$ cat config.mk
export PLATFORM = sky130hd
export DESIGN_NAME = alavanca2serial
export DESIGN_NICKNAME = d
export VERILOG_FILES = /design/src/rtl/alavanca2serial.sv
export SDC_FILE = /design/constraint.sdc
export NUM_CORES = 1
export LEC_CHECK = 0
export ABC_AREA = 1
export CORE_ASPECT_RATIO = 1.5
export CORE_MARGIN = 5
export CORE_UTILIZATION = 30
export DETAILED_ROUTE_END_ITERATION = 8
export PLACE_DENSITY = 0.5
export SETUP_SLACK_MARGIN = 0.15
export SLEW_MARGIN = 5
export SYNTH_ARGS = -nofsm -noshare
export SYNTH_HDL_FRONTEND = slang
export SYNTH_SLANG_ARGS = --single-unit
$ cat constraint.sdc
create_clock -name clock -period 1.8 [get_ports clock]
set_input_delay 0.36 -clock clock [delete_from_list [all_inputs] [get_ports clock]]
set_output_delay 0.36 -clock clock [all_outputs]
set_load 0.05 [all_outputs]
$ cat src/rtl/alavanca2serial.sv
// -----------------------------------------------------------------------------
// alavanca2serial
//
// Serialises a snapshot of two signed 16-bit lever values as a UART (8N1)
// frame. A frame is the ASCII preamble "DATA" followed by al1 (low byte
// first) and al2 (low byte first). Bytes are sent back to back with no idle
// gap between them. TX idles high.
//
// Optional feature (macro ALAVANCA2SERIAL_CHECKSUM_EN):
//   When defined, a ninth byte is appended. It is the XOR of the eight
//   preceding bytes, and db_estado then reaches 8.
//
// Parameters:
//   CLKS_PER_BIT - clock cycles per serial bit (434 = 50 MHz / 115200 baud)
//
// Ports:
//   clock     - system clock, rising edge active
//   reset     - asynchronous active-low reset
//   partida   - start request; accepted only while idle
//   al1Bits   - lever 1 value (signed, 16 bits)
//   al2Bits   - lever 2 value (signed, 16 bits)
//   TX        - serial output line, registered, idle high
//   ocupado   - high while a frame is on the line
//   pronto    - one-cycle pulse in the first cycle after the last stop bit
//   db_estado - byte index being sent while busy, 4'hF while idle
// -----------------------------------------------------------------------------
module alavanca2serial #(
  parameter int CLKS_PER_BIT = 434
) (
  input  logic        clock,
  input  logic        reset,
  input  logic        partida,
  input  logic [15:0] al1Bits,
  input  logic [15:0] al2Bits,
  output logic        TX,
  output logic        ocupado,
  output logic        pronto,
  output logic [3:0]  db_estado
);

  localparam int TW = (CLKS_PER_BIT > 1) ? $clog2(CLKS_PER_BIT) : 1;
  localparam logic [TW-1:0] TIMER_LAST = TW'(CLKS_PER_BIT - 1);

`ifdef ALAVANCA2SERIAL_CHECKSUM_EN
  localparam logic [3:0] LAST_BYTE = 4'd8;
`else
  localparam logic [3:0] LAST_BYTE = 4'd7;
`endif

  typedef enum logic [1:0] {
    OCIOSO = 2'd0,
    INICIO = 2'd1,
    DADOS  = 2'd2,
    PARADA = 2'd3
  } estado_t;

  estado_t       state_r, state_s;
  logic [TW-1:0] timer_r, timer_s;
  logic [2:0]    bit_r, bit_s;
  logic [3:0]    byte_r, byte_s;
  logic [15:0]   al1_r, al1_s;
  logic [15:0]   al2_r, al2_s;
  logic          tx_r, tx_s;
  logic          ocupado_r, ocupado_s;
  logic          pronto_r, pronto_s;
  logic [3:0]    db_r, db_s;
  logic [7:0]    cur_byte_s;
  logic [2:0]    nxt_bit_s;
  logic          timer_done_s;

`ifdef ALAVANCA2SERIAL_CHECKSUM_EN
  // XOR of the whole frame payload, preamble included
  function automatic logic [7:0] frame_checksum(input logic [15:0] a1,
                                                input logic [15:0] a2);
    return 8'h44 ^ 8'h41 ^ 8'h54 ^ 8'h41 ^
           a1[7:0] ^ a1[15:8] ^ a2[7:0] ^ a2[15:8];
  endfunction
`endif

  // Byte at position idx of the frame, built from the snapshot registers
  function automatic logic [7:0] frame_byte(input logic [3:0]  idx,
                                            input logic [15:0] a1,
                                            input logic [15:0] a2);
    logic [7:0] b;
    case (idx)
      4'd0:    b = 8'h44;
      4'd1:    b = 8'h41;
      4'd2:    b = 8'h54;
      4'd3:    b = 8'h41;
      4'd4:    b = a1[7:0];
      4'd5:    b = a1[15:8];
      4'd6:    b = a2[7:0];
      4'd7:    b = a2[15:8];
`ifdef ALAVANCA2SERIAL_CHECKSUM_EN
      4'd8:    b = frame_checksum(a1, a2);
`endif
      default: b = 8'hFF;
    endcase
    return b;
  endfunction

  // Next-state and next-output logic; TX is computed one cycle ahead so that
  // the registered line changes exactly on bit boundaries
  always_comb begin
    state_s      = state_r;
    timer_s      = timer_r;
    bit_s        = bit_r;
    byte_s       = byte_r;
    al1_s        = al1_r;
    al2_s        = al2_r;
    tx_s         = tx_r;
    ocupado_s    = ocupado_r;
    pronto_s     = 1'b0;
    nxt_bit_s    = bit_r + 3'd1;
    cur_byte_s   = frame_byte(byte_r, al1_r, al2_r);
    timer_done_s = (timer_r == TIMER_LAST);

    case (state_r)
      OCIOSO: begin
        timer_s   = '0;
        bit_s     = 3'd0;
        byte_s    = 4'd0;
        tx_s      = 1'b1;
        ocupado_s = 1'b0;
        if (partida) begin
          state_s   = INICIO;
          al1_s     = al1Bits;
          al2_s     = al2Bits;
          tx_s      = 1'b0;
          ocupado_s = 1'b1;
        end else begin
          state_s   = OCIOSO;
        end
      end

      INICIO: begin
        if (timer_done_s) begin
          state_s = DADOS;
          timer_s = '0;
          bit_s   = 3'd0;
          tx_s    = cur_byte_s[0];
        end else begin
          timer_s = timer_r + TW'(1);
        end
      end

      DADOS: begin
        if (timer_done_s) begin
          timer_s = '0;
          if (bit_r == 3'd7) begin
            state_s = PARADA;
            tx_s    = 1'b1;
          end else begin
            bit_s   = nxt_bit_s;
            tx_s    = cur_byte_s[nxt_bit_s];
          end
        end else begin
          timer_s = timer_r + TW'(1);
        end
      end

      PARADA: begin
        if (timer_done_s) begin
          timer_s = '0;
          if (byte_r == LAST_BYTE) begin
            // Frame complete: the following cycle is idle and flags pronto
            state_s   = OCIOSO;
            byte_s    = 4'd0;
            bit_s     = 3'd0;
            tx_s      = 1'b1;
            ocupado_s = 1'b0;
            pronto_s  = 1'b1;
          end else begin
            // Next start bit follows the stop bit with no gap
            state_s = INICIO;
            byte_s  = byte_r + 4'd1;
            tx_s    = 1'b0;
          end
        end else begin
          timer_s = timer_r + TW'(1);
        end
      end

      default: begin
        state_s   = OCIOSO;
        timer_s   = '0;
        bit_s     = 3'd0;
        byte_s    = 4'd0;
        tx_s      = 1'b1;
        ocupado_s = 1'b0;
      end
    endcase

    db_s = ocupado_s ? byte_s : 4'hF;
  end

  // State, counters, snapshot and output registers
  always_ff @(posedge clock or negedge reset) begin
    if (!reset) begin
      state_r   <= OCIOSO;
      timer_r   <= '0;
      bit_r     <= 3'd0;
      byte_r    <= 4'd0;
      al1_r     <= 16'd0;
      al2_r     <= 16'd0;
      tx_r      <= 1'b1;
      ocupado_r <= 1'b0;
      pronto_r  <= 1'b0;
      db_r      <= 4'hF;
    end else begin
      state_r   <= state_s;
      timer_r   <= timer_s;
      bit_r     <= bit_s;
      byte_r    <= byte_s;
      al1_r     <= al1_s;
      al2_r     <= al2_s;
      tx_r      <= tx_s;
      ocupado_r <= ocupado_s;
      pronto_r  <= pronto_s;
      db_r      <= db_s;
    end
  end

  assign TX        = tx_r;
  assign ocupado   = ocupado_r;
  assign pronto    = pronto_r;
  assign db_estado = db_r;

endmodule

; ---- Yosys cells after proc, flatten, opt, wreduce, memory -nomap -nowiden
; Index checks and enable logic that the tools add are counted.
; W data, S select, Z words.
[classes]
addsub = 3
multipliers = 0
n_div = 0
order_cmp = 1
n_eq_ne = 18
n_shift = 0
mux = 35
bitwise_logic = 0
n_reduce_logical = 8
[ops]
columns = operator, count
row1 = $pmux W8 S7, 1
row2 = $pmux W9 S2, 1
row3 = $eq A4 B3 Y1 const B, 4
row4 = $mux W3, 5
row5 = $mux W1, 14
row6 = $mux W4, 3
row7 = $ne A2 B2 Y1 const B, 6
row8 = $pmux W3 S4, 1
row9 = $add A9 B1 Y9 const B, 1
row10 = $eq A9 B9 Y1 const B, 1
row11 = $mux W9, 1
row12 = $eq A4 B2 Y1 const B, 2
row13 = $mux W2, 4
row14 = $pmux W2 S4, 1
row15 = $pmux W4 S2, 1
row16 = $reduce_and A5 Y1, 1
row17 = $add A4 B1 Y4 const B, 1
row18 = $eq A2 B2 Y1 const B, 2
row19 = $eq A4 B1 Y1 const B, 1
row20 = $logic_not A4 Y1, 1
row21 = $lt A3 B4 Y1 const B, 1
row22 = $pmux W1 S4, 1
row23 = $reduce_and A4 Y1, 1
row24 = $add A3 B1 Y3 const B, 1
row25 = other kinds (9), 9
[totals]
register_bits = 57
latchBits = 0
ramBits = 0
rom_bits = 0
in_bits = 35
memories = 0

; ---- Logic depth before layout (Yosys ltp)
[logic_depth]
ltp_word = 8
depth_mapped = 17

; ---- Least setup slack after synthesis
; Ideal clock, no wire load.
[synth_timing]
path_type = reg-to-reg
startpoint = register byte_r[0]
endpoint = register tx_r (netlist: TX)
arrival_time_ns = 1.611
required_ns = 1.740
slack_ns = 0.129
stages_incl_launch_ff = 16
period_less_slack_ns = 1.671
cell_sequence = dfrtp_1 -> inv_1 -> ha_1 -> clkbuf_1 -> nand3_1 -> o21ai_0 -> nor2_1 -> nor2_1 -> nand2_1 -> nand2_1 -> nand2_1 -> nand3_1 -> nand2_1 -> nand2_1 -> nand2_1 -> nand2_1
[synth_between]
elab_chain_len = 8
[synth_rtl]
columns = element, line
row1 = "start, declared", 60  ; logic [3:0] byte_r, byte_s;
row2 = "start signal, assigned", 214  ; byte_r <= byte_s;
row3 = $eq A4 B2 Y1 or $eq A4 B1 Y1 (tied branches), 85  ; case (idx)
row4 = $reduce_or A2 Y1 (no source line), --
row5 = $pmux W8 S7, 85
row6 = $bmux W1 S3, 155  ; tx_s = cur_byte_s[nxt_bit_s];
row7 = $mux W1 (not written as such), 155
row8 = $mux W1, 150  ; if (bit_r == 3'd7) begin
row9 = $mux W1, 148  ; if (timer_done_s) begin
row10 = $pmux W1 S4 *, 118  ; case (state_r)
row11 = "end signal, assigned", 217  ; tx_r <= tx_s;
row12 = "end, declared", 63  ; logic tx_r, tx_s;
; Mark *: on every way between the ends. The rest lies on a longest branch, timed or not. The select of a mux whose other input is x is not followed.
; A chain may end at the register's enable or synchronous reset.

; ---- Worst setup path in the final report
[layout_timing]
startpoint = register byte_r[2]
endpoint = register tx_r (netlist: TX)
; Same word-level chain as after synthesis.

==> out/summary.txt <==
Status = finished clean
Rel. slew slack = 0.7929
Final Cycle Share = 0.9326
Worst EP arrival = 1.94 ns
Clk Latency, worst-skew pair = 0.32 ns
Area of the die = 11970 sq um
Syn_nets = 387
I/O Pins = 42
Final setup viols = 0
Primary FF master, synth = dfrtp_1
Synth warn = 0
Buffers and inverters on the worst path = 2
Num rows = 44
Worst-path clk slew = 0.05 ns
Worst path max stage delay = 0.48 ns
Total grt overflow = 0
Most frequent cell after synthesis = nand2_1
IO Port Bufs = 41
Setup crit end = TX$_DFFE_PN1P_
HPWL Detailed = 5140 um
Post-Synth Adder-Cell Area = 0.05506
Startpoint types = flip-flop
DIE HEIGHT = 131.5 um
Top cell type's share of synthesized area = 0.4405
Max Transition Viols Final = 0
Largest family of logic cells by synthesized area = simple AND/OR/NAND/NOR gates
Hold-fix buffers, CTS = 0
Synth area leaders = dfrtp_1 (44%), mux2_2 (8.0%), nand2_1 (7.2%)
Worst reg2reg startpoint = byte_r[2]$_DFF_PN0_
Initial drt markers = 84
Multi-input logic area = 1404 sq um
WL/cell = 13.17 um
Yosys top cell by area = dfrtp_1
Initial antenna violation count = 0
Post-synth EDFFs = 0
Vias = 2424
Synth Area in Compound Gates = 0.06734
P&R area growth vs syn = 38.63%
Syn Inst Count = 339
R2R Path End = TX$_DFFE_PN1P_
CTS tree = done
Fraction of registers with async set/reset = 1.000
Root buf cell = clkbuf_16
Pre-CTS WS = -0.02234 ns
Cell Pwr Density = 746.5 nW/um^2
Worst Tran Pin Value = 0.3107 ns
Ant diodes = 0
Crit path cell chain = inv_1 -> nor2_2 -> nand3_1 -> nand2_1 -> inv_1 -> nand2_1 -> nand3_1 -> nand2_1 -> nand2_1 -> nand3_1 -> nand2_1 -> nand2_1 -> nand2_1 -> nand2_1
Initial Util = 0.3049
Leakage power = 2.042 nW
Flops & latches, synth = 57
Levels on crit path = 14
H-tree depth = 3
Post-synthesis mux area share = 0.08005
Register area = 1436 sq um
Kind of end point of the critical path = flip-flop
CP required = 2.06 ns
CP most frequent cell = nand2_1
CP Launch Point = byte_r[2]$_DFF_PN0_
Clk sink count = 57
Fin. Hold Viols = 0
Max Buffers Root-to-Sink = 2
Hold WC Path Type = primary input to asynchronous set/reset pin
First-pass GRT wire length = 11690 um
Setup Skew = 0.006057 ns
# nets final = 453
Xor/xnor share of the synthesized area = 0.008895
MaxCap Viol Count = 0
Simple-Gate Fraction of Synth Area = 0.2266
Vias in the first global route = 2538
RSZ-0062 raised after global routing = yes
Global Route Usage Sum = 0.1205
Critical path type = flip-flop to flip-flop
Filler cells = 984
Slowest cell on crit path = dfrtp_1
Sequential share of the synthesized area = 0.4850
CP top delay family = simple AND/OR/NAND/NOR gates
Maximum vdd drop = 0.6066 mV
Die Wd = 91.02 um
Layout cell share with drive strength beyond 1 = 0.2543
R2R depth = 14
Core ar. = 9689 sq um
Smallest hold slack = 0.03000 ns
Synthesized cell area = 2954 sq um
Fin worst setup slack = 0.1213 ns
Commonest cells in the netlist = nand2_1 (57), dfrtp_1 (52), nor2_1 (48)
Largest net degree at the start of global routing = 58
RePlAce Congestion = 0.8938
Remaining DRCs = 0
Via density = 4.626
Crit path time final = 1.679 ns
Netlist cell types = 29
TritonCTS Buffers = 9
Antenna Violating Nets Remaining = 0
FF-to-FF setup slack = 0.12 ns
Sum Neg Setup Slack = 0 ns
Crit-path max FO = 7
Max frequency = 595.7 MHz
Post-Route WL = 6902 um
Initial DRT Pass Iterations = 4
Mean Syn Cell Area = 8.714 sq um
[where the power goes]
part	switching (mW)	total [mW]	internal [mW]	leakage (nW)
registers	0	1.28	1.28	0.691
logic	0.0359	0.104	0.0677	1.20
clock network	0.538	1.67	1.13	0.148
total	0.574	3.06	2.48	2.04
[cell usage in the layout, fill, tap and decap left out, types with 2 or more instances in the layout]
master,count
clkbuf_16,9
clkbuf_8,2
mux2_2,21
nor2_2,2
a21oi_1,18
buf_12,5
clkdlybuf4s50_1,33
dfrtp_1,49
o21ai_1,7
buf_4,25
nor3_1,2
o21ai_2,3
o21ai_0,4
inv_1,41
a31oi_1,2
ha_1,7
nor3b_1,2
inv_2,2
ha_4,4
clkinv_2,2
inv_4,3
nand3_2,3
nand2_1,54
nor2_1,47
nand4_1,14
nor3_2,4
nand2_2,3
xor2_1,2
ha_2,2
nand3_1,20
dfstp_2,5
dfrtp_2,3
[routing by layer]
metal / part of all wire / up-vias / GRT usage
li1: - / 1233 / -
met1: 0.42 / 1150 / 0.1344
met2: 0.52 / 31 / 0.2079
met3: 0.032 / 10 / 0.02975
met4: 0.024 / 0 / 0.06444
met5: 0 / - / 0
[through the flow]
step / cells / util / cell area, sq um / power [mW]
after CTS: 521 / 0.4144 / 4015 / 3.102
after floorplan: 339 / - / 2955 / 1.306
after global placement: 502 / 0.3737 / 3621 / 1.412
after global routing: 524 / 0.4227 / 4095 / 3.164
after detailed placement: 502 / 0.3737 / 3621 / 1.413
final: 524 / 0.4227 / 4095 / 3.057
[worst min path at each step]
stage | start | end | cells after the start
after floorplan | reset | al1_r[0]$_DFFE_PN0P_ | 0
after global placement | reset | timer_r[2]$_DFF_PN0_ | 2
after detailed placement | reset | timer_r[2]$_DFF_PN0_ | 2
after CTS | reset | timer_r[2]$_DFF_PN0_ | 2
after global routing | reset | timer_r[2]$_DFF_PN0_ | 2
final | reset | timer_r[5]$_DFF_PN0_ | 2
[cells by family (layout without fill, tap and decap cells)]
group | count (synthesis) | after routing
compound gates | 37 | 37
flops | 57 | 57
xor+xnor | 3 | 3
simple gates | 152 | 152
fa+ha+maj | 13 | 13
buf+inv | 56 | 126
mux | 21 | 21
[state kept, by name (all words and copies together) (netlist names)]
register and count:
db_estado 4, pronto 1, ocupado 1, timer_r 9
state_r 2, al1_r 16, TX 1, bit_r 3
byte_r 4, al2_r 16
[cell type report]
type / instances / share of cell area
tap: 115 / 0.03514
sequential: 57 / 0.3507
multi-input combinational: 226 / 0.3428
clock buffer: 12 / 0.06263
timing repair buffer: 65 / 0.1549
inverter: 46 / 0.04400
clock inverter: 3 / 0.009777
[worst reg2reg max path: stages, from the launching register on]
cell     delay [ns]
dfrtp_1        0.48
inv_1          0.15
nor2_2         0.24
nand3_1        0.13
nand2_1        0.08
inv_1          0.04
nand2_1        0.07
nand3_1        0.07
nand2_1        0.06
nand2_1        0.04
nand3_1        0.07
nand2_1        0.05
nand2_1        0.05
nand2_1        0.04
nand2_1        0.05
[repair_timing]
item / 4_1_cts / 5_1_grt
endpoints found under the setup margin: 5 / 11
resized for setup: 19 / 23
buffers inserted: 4 / 3
gates cloned: 0 / 0
pin swaps: 4 / 6
No activity file was read; power rests on OpenSTA's default activity.
